File: config.mk
export PLATFORM = sky130hd
export DESIGN_NAME = lite_reg_bank
export DESIGN_NICKNAME = d
export VERILOG_FILES = /design/src/rtl/lite_reg_pkg.sv /design/src/rtl/lite_evt_fifo.sv /design/src/rtl/lite_reg_bank.sv
export SDC_FILE = /design/constraint.sdc
export NUM_CORES = 1
export LEC_CHECK = 0
export ABC_CLOCK_PERIOD_IN_PS = 4400
export CORE_MARGIN = 5
export CORE_UTILIZATION = 45
export DETAILED_ROUTE_END_ITERATION = 12
export GPL_TIMING_DRIVEN = 0
export PLACE_DENSITY = 0.78
export SLEW_MARGIN = 20
export SYNTH_ARGS = -nofsm -noshare
export SYNTH_HDL_FRONTEND = slang
export SYNTH_SLANG_ARGS = --single-unit
File: constraint.sdc
create_clock -name user_clk -period 4.4 [get_ports user_clk]
set_clock_uncertainty 0.15 [all_clocks]
set_input_delay 0.88 -clock user_clk [delete_from_list [all_inputs] [get_ports user_clk]]
set_output_delay 0.88 -clock user_clk [all_outputs]
set_load 0.005 [all_outputs]
File: src/rtl/lite_reg_pkg.sv
// lite_reg_pkg -- shared definitions for the Xillybus-lite register bank.
//   Register byte offsets, CTRL/STATUS bit positions, the address-decode
//   enum and small helpers used by lite_reg_bank.
package lite_reg_pkg;

  localparam logic [7:0] OFS_VERSION   = 8'h00;
  localparam logic [7:0] OFS_CTRL      = 8'h04;
  localparam logic [7:0] OFS_STATUS    = 8'h08;
  localparam logic [7:0] OFS_SCRATCH   = 8'h0C;
  localparam logic [7:0] OFS_FIFO_DATA = 8'h10;
  localparam logic [7:0] OFS_TIMESTAMP = 8'h14;
  localparam logic [7:0] OFS_RSVD6     = 8'h18;
  localparam logic [7:0] OFS_RSVD7     = 8'h1C;

  localparam int unsigned CTRL_IRQ_EN_BIT   = 0;
  localparam int unsigned CTRL_FIFO_CLR_BIT = 1;
  localparam int unsigned CTRL_BYTE_LSB     = 8;

  localparam int unsigned STAT_EMPTY_BIT = 0;
  localparam int unsigned STAT_FULL_BIT  = 1;
  localparam int unsigned STAT_OVF_BIT   = 2;
  localparam int unsigned STAT_COUNT_LSB = 8;

  typedef enum logic [2:0] {
    REG_VERSION   = OFS_VERSION[4:2],
    REG_CTRL      = OFS_CTRL[4:2],
    REG_STATUS    = OFS_STATUS[4:2],
    REG_SCRATCH   = OFS_SCRATCH[4:2],
    REG_FIFO_DATA = OFS_FIFO_DATA[4:2],
    REG_TIMESTAMP = OFS_TIMESTAMP[4:2],
    REG_RSVD6     = OFS_RSVD6[4:2],
    REG_RSVD7     = OFS_RSVD7[4:2]
  } reg_sel_e;

  function automatic reg_sel_e decode_addr(input logic [31:0] addr);
    return reg_sel_e'(addr[4:2]);
  endfunction

  // Merge new data into an existing word, one byte lane per strobe bit.
  function automatic logic [31:0] apply_wstrb(input logic [31:0] old_word,
                                              input logic [31:0] new_word,
                                              input logic [3:0]  strb);
    logic [31:0] res;
    res = old_word;
    for (int unsigned i = 0; i < 4; i++) begin
      if (strb[i]) res[i*8 +: 8] = new_word[i*8 +: 8];
    end
    return res;
  endfunction

endpackage

File: src/rtl/lite_evt_fifo.sv
// lite_evt_fifo -- synchronous event FIFO, first-word-fall-through head.
//   clk, rst_n   : clock, asynchronous active-low reset
//   clr          : empties the FIFO at the next edge, overriding push/pop
//   push/wr_data : write request (ignored when full)
//   pop          : advance head (ignored when empty)
//   rd_data      : current head word (valid when !empty)
//   empty/full   : status flags
//   count        : number of stored words (0..DEPTH)
module lite_evt_fifo #(
  parameter int unsigned DEPTH = 16
) (
  input  logic                       clk,
  input  logic                       rst_n,
  input  logic                       clr,
  input  logic                       push,
  input  logic [31:0]                wr_data,
  input  logic                       pop,
  output logic [31:0]                rd_data,
  output logic                       empty,
  output logic                       full,
  output logic [$clog2(DEPTH):0]     count
);

  localparam int unsigned AW = $clog2(DEPTH);

  logic [31:0]   mem [DEPTH];
  logic [AW-1:0] wr_ptr;
  logic [AW-1:0] rd_ptr;
  logic [AW:0]   cnt;
  logic          do_push;
  logic          do_pop;

  assign do_push = push && !full;
  assign do_pop  = pop && !empty;

  always_ff @(posedge clk or negedge rst_n) begin
    if (!rst_n) begin
      wr_ptr <= '0;
      rd_ptr <= '0;
      cnt    <= '0;
    end else if (clr) begin
      wr_ptr <= '0;
      rd_ptr <= '0;
      cnt    <= '0;
    end else begin
      if (do_push) wr_ptr <= wr_ptr + 1'b1;
      if (do_pop)  rd_ptr <= rd_ptr + 1'b1;
      unique case ({do_push, do_pop})
        2'b10:   cnt <= cnt + 1'b1;
        2'b01:   cnt <= cnt - 1'b1;
        default: ;
      endcase
    end
  end

  always_ff @(posedge clk) begin
    if (do_push && !clr) mem[wr_ptr] <= wr_data;
  end

  assign rd_data = mem[rd_ptr];
  assign empty   = (cnt == '0);
  // DEPTH is a power of two, so the count MSB is set only when full.
  assign full    = cnt[AW];
  assign count   = cnt;

endmodule

File: src/rtl/lite_reg_bank.sv
// lite_reg_bank -- Xillybus-lite register bank with optional event FIFO.
//   user_clk, user_rst_n : clock, asynchronous active-low reset
//   user_wren/user_wstrb/user_addr/user_wr_data : byte-lane write port
//   user_rden/user_rd_data : read port, data registered one cycle after rden
//   user_irq             : registered level interrupt
//   evt_valid/evt_data/evt_ready : fabric event push interface
//   ctrl_out             : CTRL[15:8]
// Build option: define LITE_REG_BANK_FIFO_EN to include the event FIFO.
module lite_reg_bank
  import lite_reg_pkg::*;
#(
  parameter int unsigned FIFO_DEPTH = 16,
  parameter logic [31:0] VERSION    = 32'h0001_0000
) (
  input  logic        user_clk,
  input  logic        user_rst_n,
  input  logic        user_wren,
  input  logic [3:0]  user_wstrb,
  input  logic        user_rden,
  input  logic [31:0] user_addr,
  input  logic [31:0] user_wr_data,
  output logic [31:0] user_rd_data,
  output logic        user_irq,
  input  logic        evt_valid,
  input  logic [31:0] evt_data,
  output logic        evt_ready,
  output logic [7:0]  ctrl_out
);

  reg_sel_e    sel;
  logic        wr_ctrl;
  logic        wr_scratch;
  logic        irq_en_q;
  logic [7:0]  ctrl_q;
  logic [31:0] scratch_q;
  logic [31:0] ts_q;
  logic [31:0] rd_q;
  logic        irq_q;
  logic [31:0] rd_mux;
  logic [31:0] ctrl_word;
  logic [31:0] status_word;
  logic [31:0] fifo_word;
  logic        irq_cond;
  logic        unused_addr;

  assign sel         = decode_addr(user_addr);
  assign wr_ctrl     = user_wren && (sel == REG_CTRL);
  assign wr_scratch  = user_wren && (sel == REG_SCRATCH);
  assign unused_addr = ^{user_addr[31:5], user_addr[1:0]};

`ifdef LITE_REG_BANK_FIFO_EN
  localparam int unsigned CW = $clog2(FIFO_DEPTH) + 1;

  logic          wr_status;
  logic          fifo_clr;
  logic          fifo_pop;
  logic          fifo_empty;
  logic          fifo_full;
  logic [31:0]   fifo_head;
  logic [CW-1:0] fifo_count;
  logic [8:0]    count_ext;
  logic [7:0]    count_sat;
  logic          ovf_q;

  assign wr_status = user_wren && (sel == REG_STATUS);
  assign fifo_clr  = wr_ctrl && user_wstrb[0] && user_wr_data[CTRL_FIFO_CLR_BIT];
  assign fifo_pop  = user_rden && (sel == REG_FIFO_DATA);

  lite_evt_fifo #(
    .DEPTH (FIFO_DEPTH)
  ) u_fifo (
    .clk     (user_clk),
    .rst_n   (user_rst_n),
    .clr     (fifo_clr),
    .push    (evt_valid),
    .wr_data (evt_data),
    .pop     (fifo_pop),
    .rd_data (fifo_head),
    .empty   (fifo_empty),
    .full    (fifo_full),
    .count   (fifo_count)
  );

  assign evt_ready = !fifo_full;

  // Setting wins over a same-cycle clear so a drop is never lost.
  always_ff @(posedge user_clk or negedge user_rst_n) begin
    if (!user_rst_n) begin
      ovf_q <= 1'b0;
    end else if (evt_valid && fifo_full) begin
      ovf_q <= 1'b1;
    end else if (wr_status && user_wstrb[0] && user_wr_data[STAT_OVF_BIT]) begin
      ovf_q <= 1'b0;
    end
  end

  // With FIFO_DEPTH=256 the count reaches 256, which must show as 255.
  assign count_ext = 9'(fifo_count);
  assign count_sat = count_ext[8] ? 8'hFF : count_ext[7:0];

  always_comb begin
    status_word                       = '0;
    status_word[STAT_EMPTY_BIT]       = fifo_empty;
    status_word[STAT_FULL_BIT]        = fifo_full;
    status_word[STAT_OVF_BIT]         = ovf_q;
    status_word[STAT_COUNT_LSB +: 8]  = count_sat;
  end

  assign fifo_word = fifo_empty ? '0 : fifo_head;
  assign irq_cond  = irq_en_q && (!fifo_empty || ovf_q);
`else
  logic unused_evt;

  assign unused_evt  = ^{evt_valid, evt_data};
  assign evt_ready   = 1'b0;
  assign status_word = 32'h0000_0001;
  assign fifo_word   = '0;
  assign irq_cond    = 1'b0;
`endif

  always_comb begin
    ctrl_word                       = '0;
    ctrl_word[CTRL_IRQ_EN_BIT]      = irq_en_q;
    ctrl_word[CTRL_BYTE_LSB +: 8]   = ctrl_q;
  end

  always_comb begin
    rd_mux = '0;
    unique case (sel)
      REG_VERSION:   rd_mux = VERSION;
      REG_CTRL:      rd_mux = ctrl_word;
      REG_STATUS:    rd_mux = status_word;
      REG_SCRATCH:   rd_mux = scratch_q;
      REG_FIFO_DATA: rd_mux = fifo_word;
      REG_TIMESTAMP: rd_mux = ts_q;
      default:       rd_mux = '0;
    endcase
  end

  always_ff @(posedge user_clk or negedge user_rst_n) begin
    if (!user_rst_n) begin
      irq_en_q  <= 1'b0;
      ctrl_q    <= '0;
      scratch_q <= '0;
      ts_q      <= '0;
      rd_q      <= '0;
      irq_q     <= 1'b0;
    end else begin
      ts_q  <= ts_q + 32'd1;
      irq_q <= irq_cond;
      if (wr_ctrl) begin
        if (user_wstrb[0]) irq_en_q <= user_wr_data[CTRL_IRQ_EN_BIT];
        if (user_wstrb[1]) ctrl_q   <= user_wr_data[CTRL_BYTE_LSB +: 8];
      end
      if (wr_scratch) scratch_q <= apply_wstrb(scratch_q, user_wr_data, user_wstrb);
      if (user_rden)  rd_q      <= rd_mux;
    end
  end

  assign user_rd_data = rd_q;
  assign user_irq     = irq_q;
  assign ctrl_out     = ctrl_q;

endmodule

# Word level (Yosys, flattened, before mapping)
# Index checks and enable logic that the tools add are counted.
# Widths: inputs -> output; s select.
dict set report word_totals {
  register_bits 105
  out_inout_bits 42
  elab_cells 23
}
dict set report classes {
  n_addsub 1
  eq_ne 4
  muxes 1
  reduce_logical 9
}
# cell count
set op_table {}
lappend op_table {{$pmux 32 s5} 1}
lappend op_table {{$add 32x1->32 const B} 1}
lappend op_table {{$reduce_and 2->1} 6}
lappend op_table {{$eq 3x2->1 const B} 2}
lappend op_table {{$eq 3x1->1 const B} 1}
lappend op_table {{$eq 3x3->1 const B} 1}
lappend op_table {{$logic_not 3->1} 1}
lappend op_table {{$logic_and 1x1->1} 2}

# Depth between registers and ports, before layout
dict set report logic_depth {
  word_depth 3
  mapped_depth 6
}

# Worst setup path after synthesis
# No wires, ideal clock.
dict set report synth_timing {
  kind {input to register}
  start {in user_addr[2]}
  end {reg ctrl_q[0], in the netlist ctrl_out[0]}
  setup_ps 125
  arrival_ps 1810
  required_time_ps 4125
  slack_ps 2315
  cell_stages 4
  cell_sequence {inv_1 > nor4b_1 > nand2_1 > mux2_2}
}
dict set report synth_between {
  elab_chain_len 3
}
# element line_no
set synth_lines {}
lappend synth_lines {{from (decl)} lite_reg_bank.sv:20} ;# input logic [31:0] user_addr,
lappend synth_lines {{$eq 3x1->1} lite_reg_bank.sv:47} ;# assign wr_ctrl = user_wren && (sel == REG_CTRL);
lappend synth_lines {{$logic_and 1x1->1} lite_reg_bank.sv:47}
lappend synth_lines {{$reduce_and 2->1 (no line)} -}
lappend synth_lines {{to (signal assigned)} lite_reg_bank.sv:153} ;# if (user_wstrb[1]) ctrl_q <= user_wr_data[CTRL_BYTE_LSB +: 8];
lappend synth_lines {{to (decl)} lite_reg_bank.sv:34} ;# logic [7:0] ctrl_q;
# No other way between the ends.
# A chain may end at the register's enable or synchronous reset.

# Worst setup path in the final report
dict set report layout_timing {
  start {in user_addr[2]}
  end {reg ctrl_q[6], in the netlist ctrl_out[6]}
}
# The elaborated chain is that of the path after synthesis.

==> results.cfg <==
[placement]
placement.io_buffers = 81
dpl_hpwl_mm = 7.72
place_congestion = 0.772
cell_count_after_placement = 596

[clock_tree]
tritoncts.num_buffers = 9
quantity_of_hold_fixing_buffers_added_after_cts = 0
clk_latency_ps = 370
cts-htree-levels = 3
cts.repair_timing.setup_buffer_count = 0
cts_tree = done
postCtsResizedCells = 0
numClockSinks = 105
max_buffers_root_to_sink = 2
cts.clk_slew.worst_paths_ps = 100
clock_tree.root_cell = sky130_fd_sc_hd__clkbuf_8

[sta]
fin_crit_sh = 0.594
timing_worst_slew_pin_value_ps = 819
grt_setup_unrepaired = no
max_freq_ghz = 0.383
setup_viol_count_final = 0
relSlewSlack = 0.450
minimum_clock_period_after_layout_ps = 2610
report.final.hold_viol_count = 0
timing_max_transition_violations_final = 0

[routing]
routedWlPerCell_um = 17.0
drtIter0Drc = 139
num_vias = 3253
firstDrtPassIters = 4
remaining_drc_errors = 0
route.met2.wl_mm = 5.18
wl_met3_um = 508
per_cell_via_count_in_the_routed_design = 5.32
drtAntennaViolNets = 0
met1Wirelength_mm = 4.47
routed.top_layer = met4
overall_routed_net_length_mm = 10.4

[power_and_ir_drop]
p_int_mw = 1.59
power.clock.fraction = 0.312
areal_power_density_over_the_cells_nw_per_um2 = 366
power.switching_mw = 0.518
combinationalPowerShare = 0.147
sequentialPowerShare = 0.541
power.ir.vdd_worst_uv = 239
p_total_mw = 2.10
leakage_component_of_the_power_nw = 2.48
switching_power_as_a_share_of_total_power = 0.246

[layout]
finalNonFillerCells = 612
mostFrequentLayoutCell = sky130_fd_sc_hd__dfrtp_1
nets = 580
layout-drive-gt1-share = 0.144
fillers = 859
final_cell_mix = sky130_fd_sc_hd__dfrtp_1 (105), sky130_fd_sc_hd__clkdlybuf4s50_1 (80), sky130_fd_sc_hd__mux2_2 (41)
antenna_cells_inserted = 0
area_delta_synth_final_pct = 27.1
post-route-util = 0.588

[logic_synthesis]
number_of_synthesized_flops_with_an_enable_pin = 0
synth_cells = 380
synth_largest_area_cell = sky130_fd_sc_hd__dfrtp_1
netlist_area_before_placement_um2 = 4520
synth_seq_area_share = 0.581
proportion_of_netlist_area_held_by_the_largest_area_contributor = 0.581
synthesis.yosys.warnings = 0
netlist_top_cells_area = sky130_fd_sc_hd__dfrtp_1 (58%), sky130_fd_sc_hd__mux2_2 (10%), sky130_fd_sc_hd__o22ai_1 (4.1%)
yosys.cell_types.count = 35
syn_avg_cell_area_um2 = 11.9
postSynth.asyncResetShare = 1.00
synth_flop_cell = sky130_fd_sc_hd__dfrtp_1
synth-seq-cells = 105

[global_route]
grt_remaining_overflow = 0
wire_length_of_the_first_global_routing_pass_mm = 17.2
groute.usage.overall = 0.186
initial_antenna_violation_count = 0
grt_max_degree = 75
first_global_vias = 3410

[critical_path]
max_stage_delay_ps = 610
regToRegSetupSlack_ps = 2280
critPathMaxFanout = 8
slowest_stage = sky130_fd_sc_hd__clkdlybuf4s50_1
worst_ep_arrival_time_ps = 2720
timing.setup.critical_path_class = input port to flip-flop
endpoint_kind = flip-flop
crit_path_cell_trace = clkdlybuf4s50_1, inv_1, nor4b_1, nand2_1, mux2_2
worst_setup_path_start_kind = input port
timing.critical_path.required_ps = 4510

[die]
floorplan.initialDensity = 0.463
num_io_pins = 147
dieArea_um2 = 12200
die_height_um = 110
core_region_area_um2 = 9770
floorplan.die.width_um = 110
num_rows = 36

[hold_path]
hp-class = input port to asynchronous set/reset pin

[run]
max_cap_violations = 0

[outcome]
run_status = finished, final reports clean
-- logic make-up after synthesis --
group,synth area share
AO/OA/AOI/OAI,0.0943
multiplexers,0.122
adder cells (fa/ha/maj),0.00277
AND/OR/NAND/NOR,0.0952
buffers and inverters,0.0459
other,0.000829
XOR/XNOR,0.0581
flip-flops,0.581
-- power groups by stage --
stage | logic [mW] | registers [mW] | clock network [mW]
floorplan | 0.144 | 1.14 | 0
global placement | 0.300 | 1.15 | 0
detailed placement | 0.314 | 1.16 | 0
CTS | 0.315 | 1.14 | 0.668
global route | 0.345 | 1.15 | 0.706
finish | 0.310 | 1.14 | 0.656
-- stage by stage --
step | setup TNS [ps] | hold WS [ps] | setup WS [ps] | instance area [um2]
2_1_floorplan | 0 | 296 | 2320 | 4530
3_3_place_gp | -156840 | 314 | -1500 | 5500
3_5_place_dp | 0 | 322 | 1400 | 5530
4_1_cts | 0 | 224 | 1800 | 5750
5_1_grt | 0 | 229 | 1580 | 5750
6_report | 0 | 227 | 1790 | 5750
-- worst max-delay path: cells and delay by family --
family	cells	cell delay (ps)
AND/OR/NAND/NOR	2	740
multiplexers	1	360
buffers and inverters	2	730
-- worst paths after layout --
check                              from                to  depth (start not counted)
max in group asynchronous    user_rst_n  user_rd_data[19]                          2
min reg2reg                    ts_q[31]          ts_q[31]                          1
min                          user_rst_n       ctrl_out[3]                          1
min in group user_clk          ts_q[31]          ts_q[31]                          1
max                        user_addr[2]       ctrl_out[6]                          5
max reg2reg                     ts_q[2]          ts_q[31]                          4
-- final cells by class --
class,count,area (um2),share of cell area
multi-input cells,224,1690,0.294
flip-flops and latches,105,2630,0.457
plain buffers,19,83.8,0.0146
well taps,133,166,0.0289
repair buffers,82,840,0.146
clock inverters,6,90.1,0.0157
inverters,33,124,0.0215
clock buffers,10,128,0.0222
-- registers in the layout (all words and copies together), names as in the netlist --
name          flops
irq_en_q          1
scratch_q        32
ctrl_out          8
ts_q             32
user_rd_data     32
-- per-layer routing --
metal	up-vias	global-route usage
met5	-	0
met4	0	0.0695
met3	20	0.0431
met2	94	0.303
met1	1617	0.243
li1	1522	-
-- cells in the mapped netlist, types with 4 or more instances --
cell type	n
sky130_fd_sc_hd__inv_1	33
sky130_fd_sc_hd__and4_1	4
sky130_fd_sc_hd__mux2i_1	9
sky130_fd_sc_hd__nand3_1	10
sky130_fd_sc_hd__xor2_1	12
sky130_fd_sc_hd__a21oi_1	8
sky130_fd_sc_hd__xnor2_1	18
sky130_fd_sc_hd__mux2_2	41
sky130_fd_sc_hd__o22ai_1	30
sky130_fd_sc_hd__nor2_1	18
sky130_fd_sc_hd__nand2_1	17
sky130_fd_sc_hd__nand4_1	10
sky130_fd_sc_hd__clkbuf_1	15
sky130_fd_sc_hd__a22oi_1	22
sky130_fd_sc_hd__dfrtp_1	105
Power figures use the tool's default switching activity.
